[src/rtl/clause_array_ld_ctrl.sv]
// Load/readback sequencer for the clause array: fetches clauses from clause memory into
// one-hot write slots (clearing the unused tail) and streams slots back over valid/ready.
module clause_array_ld_ctrl #(
    parameter int unsigned NUM_CLAUSES = 8,
    parameter int unsigned NUM_VARS    = 8,
    parameter int unsigned WIDTH_C_LEN = 4,
    parameter int unsigned WIDTH_CNT   = 4
) (
    input  logic                               clk,
    input  logic                               rst,
    input  logic                               start_load_i,
    input  logic [WIDTH_CNT-1:0]               load_num_i,
    input  logic                               start_update_i,
    input  logic [WIDTH_CNT-1:0]               update_num_i,
    output logic                               mem_rd_o,
    output logic [WIDTH_CNT-1:0]               mem_addr_o,
    input  logic [NUM_VARS*2-1:0]              mem_data_i,
    input  logic [WIDTH_C_LEN-1:0]             mem_len_i,
    input  logic                               mem_valid_i,
    output logic [NUM_CLAUSES-1:0]             wr_o,
    output logic [NUM_VARS*2-1:0]              clause_o,
    output logic [WIDTH_C_LEN-1:0]             clause_len_o,
    output logic [NUM_CLAUSES-1:0]             rd_o,
    input  logic [NUM_VARS*2-1:0]              clause_i,
    input  logic [WIDTH_C_LEN*NUM_CLAUSES-1:0] clause_len_i,
    output logic                               upd_valid_o,
    input  logic                               upd_ready_i,
    output logic [WIDTH_CNT-1:0]               upd_addr_o,
    output logic [NUM_VARS*2-1:0]              upd_clause_o,
    output logic [WIDTH_C_LEN-1:0]             upd_len_o,
    output logic                               busy_o,
    output logic                               done_o
);

    localparam logic [WIDTH_CNT-1:0] MAX_CNT = WIDTH_CNT'(NUM_CLAUSES);

    typedef enum logic [3:0] {
        IDLE,
        LD_REQ,
        LD_WAIT,
        LD_WR,
        LD_CLR,
        UP_RD,
        UP_CAP,
        UP_PUSH,
        DONE
    } state_t;

    state_t               state;
    logic [WIDTH_CNT-1:0] idx;
    logic [WIDTH_CNT-1:0] num;
    logic [WIDTH_CNT-1:0] idx_inc;
    logic [WIDTH_CNT-1:0] load_num_clip;
    logic [WIDTH_CNT-1:0] update_num_clip;
    logic [WIDTH_C_LEN-1:0] len_sel;

    function automatic logic [NUM_CLAUSES-1:0] onehot(input logic [WIDTH_CNT-1:0] i);
        return NUM_CLAUSES'(1) << i;
    endfunction

    // Request clipping, index increment and per-slot length select
    always_comb begin
        idx_inc         = idx + WIDTH_CNT'(1);
        load_num_clip   = (load_num_i > MAX_CNT) ? MAX_CNT : load_num_i;
        update_num_clip = (update_num_i > MAX_CNT) ? MAX_CNT : update_num_i;
        len_sel         = '0;
        for (int unsigned i = 0; i < NUM_CLAUSES; i++) begin
            if (idx == WIDTH_CNT'(i)) begin
                len_sel = clause_len_i[i*WIDTH_C_LEN +: WIDTH_C_LEN];
            end
        end
    end

    // Sequencer; every output is set on the transition into the state that owns it
    always_ff @(posedge clk or negedge rst) begin
        if (!rst) begin
            state        <= IDLE;
            idx          <= '0;
            num          <= '0;
            mem_rd_o     <= 1'b0;
            mem_addr_o   <= '0;
            wr_o         <= '0;
            clause_o     <= '0;
            clause_len_o <= '0;
            rd_o         <= '0;
            upd_valid_o  <= 1'b0;
            upd_addr_o   <= '0;
            upd_clause_o <= '0;
            upd_len_o    <= '0;
            busy_o       <= 1'b0;
            done_o       <= 1'b0;
        end else begin
            mem_rd_o <= 1'b0;
            done_o   <= 1'b0;
            case (state)
                IDLE: begin
                    if (start_load_i) begin
                        num    <= load_num_clip;
                        idx    <= '0;
                        busy_o <= 1'b1;
                        if (load_num_clip != '0) begin
                            state      <= LD_REQ;
                            mem_rd_o   <= 1'b1;
                            mem_addr_o <= '0;
                        end else begin
                            state        <= LD_CLR;
                            clause_o     <= '0;
                            clause_len_o <= '0;
                            wr_o         <= onehot('0);
                        end
                    end else if (start_update_i) begin
                        num    <= update_num_clip;
                        idx    <= '0;
                        busy_o <= 1'b1;
                        if (update_num_clip != '0) begin
                            state <= UP_RD;
                            rd_o  <= onehot('0);
                        end else begin
                            state  <= DONE;
                            done_o <= 1'b1;
                        end
                    end
                end
                LD_REQ: state <= LD_WAIT;
                LD_WAIT: begin
                    if (mem_valid_i) begin
                        clause_o     <= mem_data_i;
                        clause_len_o <= mem_len_i;
                        wr_o         <= onehot(idx);
                        state        <= LD_WR;
                    end
                end
                LD_WR: begin
                    wr_o <= '0;
                    idx  <= idx_inc;
                    if (idx_inc == MAX_CNT) begin
                        state  <= DONE;
                        done_o <= 1'b1;
                    end else if (idx_inc < num) begin
                        state      <= LD_REQ;
                        mem_rd_o   <= 1'b1;
                        mem_addr_o <= idx_inc;
                    end else begin
                        state        <= LD_CLR;
                        clause_o     <= '0;
                        clause_len_o <= '0;
                        wr_o         <= onehot(idx_inc);
                    end
                end
                LD_CLR: begin
                    idx <= idx_inc;
                    if (idx_inc == MAX_CNT) begin
                        wr_o   <= '0;
                        state  <= DONE;
                        done_o <= 1'b1;
                    end else begin
                        wr_o <= onehot(idx_inc);
                    end
                end
                UP_RD: state <= UP_CAP;
                UP_CAP: begin
                    upd_clause_o <= clause_i;
                    upd_len_o    <= len_sel;
                    upd_addr_o   <= idx;
                    rd_o         <= '0;
                    upd_valid_o  <= 1'b1;
                    state        <= UP_PUSH;
                end
                UP_PUSH: begin
                    if (upd_ready_i) begin
                        upd_valid_o <= 1'b0;
                        idx         <= idx_inc;
                        if (idx_inc < num) begin
                            state <= UP_RD;
                            rd_o  <= onehot(idx_inc);
                        end else begin
                            state  <= DONE;
                            done_o <= 1'b1;
                        end
                    end
                end
                DONE: begin
                    state  <= IDLE;
                    busy_o <= 1'b0;
                end
                default: state <= IDLE;
            endcase
        end
    end

endmodule

[config.mk]
export PLATFORM = sky130hd
export DESIGN_NAME = clause_array_ld_ctrl
export DESIGN_NICKNAME = d
export VERILOG_FILES = /design/src/rtl/clause_array_ld_ctrl.sv
export SDC_FILE = /design/constraint.sdc
export NUM_CORES = 1
export LEC_CHECK = 0
export CAP_MARGIN = 20
export CORE_MARGIN = 5
export CORE_UTILIZATION = 45
export DETAILED_ROUTE_END_ITERATION = 8
export MAX_ROUTING_LAYER = met4
export PLACE_DENSITY_LB_ADDON = 0.15
export REMOVE_ABC_BUFFERS = 1
export SLEW_MARGIN = 15
export SYNTH_ARGS = -nofsm -noshare
export SYNTH_HDL_FRONTEND = slang
export SYNTH_SLANG_ARGS = --single-unit
[constraint.sdc]
create_clock -name clk -period 2.8 [get_ports clk]
set_input_delay 0.56 -clock clk [delete_from_list [all_inputs] [get_ports clk]]
set_output_delay 0.56 -clock clk [all_outputs]
set_load 0.02 [all_outputs]
==> flow_summary.json <==
{
  "status": "finished, final reports clean",
  "finalWeightedCongestion": 0.971,
  "hold_viol": 0,
  "synthTopCellsByArea": "dfrtp_1 (49%), nand2_1 (11%), ha_1 (3.6%), o21ai_1 (3.6%), nor2_1 (2.0%)",
  "routed_wl_um": 12700,
  "num_rows": 34,
  "die_w_um": 106,
  "worstPathMaxFanout": 5,
  "postRouteAntennaNets": 0,
  "drc_errors": 0,
  "finalPower_mw": 6.41,
  "worst_pin_slew_ps": 692,
  "period_needed_ps": 2640,
  "p_leak_nw": 2.67,
  "ir_drop_v": 0.000557,
  "skew_ps": 12.9,
  "core_area_um2": 8810,
  "hold_class": "in -> async",
  "clk_pin_slew_ps": 90,
  "cts_resized": 0,
  "die_h_um": 106,
  "viasPerCell": 5.48,
  "clock.fmax_ghz": 0.379,
  "syn_area_per_cell_um2": 9.02,
  "worst_slack_ps": 160,
  "layout_commonest_cell": "clkdlybuf4s50_1",
  "grt_overflow": 0,
  "dp_hpwl_um": 9630,
  "slew_viol_final": 0,
  "timing.critical_path.mode_cell": "ha_1",
  "cts_buffers": 9,
  "ys_seq_area_frac": 0.486,
  "drt_iter0_drc": 254,
  "post-route-period-util": 0.943,
  "grt_max_degree": 51,
  "finalInstanceArea_um2": 6050,
  "fin_util": 0.687,
  "critPathMaxStageDelay_ps": 390,
  "setup_viol": 0,
  "yosysTopAreaCell": "dfrtp_1",
  "synthDistinctLibCells": 58,
  "ios": 150,
  "dpl_cell_area_um2": 5840,
  "insertion_delay_ps": 360,
  "end_kind": "register",
  "slowest_stage": "dfrtp_1",
  "startpoint": "idx[1]$_DFFE_PN0P_",
  "r2r_end": "mem_addr_o[0]$_DFFE_PN0P_",
  "synth_area_um2": 4120,
  "dieArea_um2": 11200,
  "cts_buffer_depth": 2,
  "r2r_start": "idx[1]$_DFFE_PN0P_",
  "critPathRequiredTime_ps": 3040,
  "synth_edf_count": 0,
  "crit_type": "reg -> reg",
  "port_buffers": 149,
  "drive_above_1_share": 0.0969,
  "post-cts-setup-buffers": 0,
  "final_nets": 708,
  "drtPass1Iterations": 4,
  "synth_ff_type": "dfrtp_1",
  "crit_chain": "inv_1 -> ha_1 -> ha_1 -> a21boi_1 -> o211ai_1 -> nand2_1 -> o22ai_4 -> mux2_1",
  "grtUsageTotal": 0.238,
  "fin_cells": 727,
  "antenna_cells": 0,
  "initial_core_util": 0.467,
  "finalSetupTns_ps": 0,
  "grt_pass1_vias": 4002,
  "post_drt_wl_per_cell_um": 17.5,
  "vias": 3987,
  "cts_tree": "yes",
  "max-slew-margin-rel": 0.536,
  "place_ws_ps": 199,
  "antenna_found_initial": 0,
  "area_delta_synth_final_pct": 47.0,
  "crit_arrival_ps": 2880,
  "power.density_nw_per_um2": 1060,
  "ys_ff_latch": 80,
  "cts_htree_levels": 3,
  "r2r_setup_slack_ps": 160,
  "most-common-layout-cells": "clkdlybuf4s50_1 (148), nand2_1 (124), dfrtp_1 (80)",
  "yosys_warnings": 0,
  "ctsHoldBuffers": 0,
  "yosys.area.top_type_share": 0.486,
  "synth-async-reset-ratio": 1.00,
  "maxCapViolations": 0,
  "grt_pass1_wl_um": 20700,
  "cts_num_sinks": 80,
  "reg2reg_depth": 8,
  "holdWs_ps": 230,
  "placedCellCount": 711,
  "cts-root-buf": "clkbuf_8",
  "startpoint_type": "register",
  "synth_cells": 456
}
[how the worst max path moves through the flow]
stage	end	slack, ps	cells past startpoint
floorplan	clause_len_o[0]$_DFFE_PN0P_	-950	7
global route	mem_addr_o[0]$_DFFE_PN0P_	-9	8
CTS	mem_addr_o[0]$_DFFE_PN0P_	170	8
finish	mem_addr_o[0]$_DFFE_PN0P_	160	8
global placement	mem_addr_o[0]$_DFFE_PN0P_	350	8
detailed placement	mem_addr_o[0]$_DFFE_PN0P_	200	8
[routing by layer]
metal,track usage,part of all wire,vias to the layer above
li1,-,-,1918
met5,-,0,-
met2,0.382,0.49,150
met1,0.304,0.43,1896
met4,0.0833,0.021,0
met3,0.0428,0.063,23
[report_power, final]
part	switching [mW]	total (mW)	internal, mW
clock	0.478	0.899	0.422
combinational	2.12	3.68	1.56
sequential	0.278	1.83	1.55
total	2.88	6.41	3.53
[cell families (layout without fill, tap and decap cells)]
logic type	after synthesis	in the layout	share of synthesized area
compound gates	115	115	0.201
xor+xnor	2	2	0.00426
fa+ha+maj	12	12	0.0365
buf+inv	45	208	0.0453
flops	80	80	0.486
mux	7	7	0.0179
simple gates	195	195	0.209
[synthesized netlist by cell type, types with 3 or more instances]
cell type	n
nand2_1	124
nor2_2	3
o21ai_0	11
inv_1	17
nor2b_1	7
and3_1	3
dfrtp_1	80
mux2_1	3
ha_1	12
o31ai_1	4
a22o_1	9
clkbuf_1	13
a22oi_1	8
o21ai_1	30
a32oi_1	4
a21o_1	3
a221oi_1	5
nor4_1	7
mux2i_1	4
nor3_1	8
nor2_1	22
a21oi_1	10
nand3_1	9
buf_2	11
a221o_1	5
[critical path, delay by kind of cell (launching register included)]
family                     cells  cell delay [ps]
AOI/OAI and AO/OA              3              780
adders and majority gates      2              600
DFF                            1              390
muxes                          1              370
and+or+nand+nor                1              250
buffers and inverters          1              140
[flip-flops by register name, indices dropped and copies added (netlist names)]
signal        count
upd_addr_o        4
wr_o              8
done_o            1
busy_o            1
state             4
clause_len_o      4
mem_addr_o        4
upd_len_o         4
num               4
upd_clause_o     16
clause_o         16
upd_valid_o       1
idx               4
rd_o              8
mem_rd_o          1
[final cells by class]
type,instances,area [um^2]
tap,108,135
inverter,19,71.3
sequential,80,2000
multi-input combinational,331,1950
clock buffer,9,124
timing repair buffer,173,1690
fill,712,2760
clock inverter,7,77.6
No activity file was read; power rests on OpenSTA's default activity.
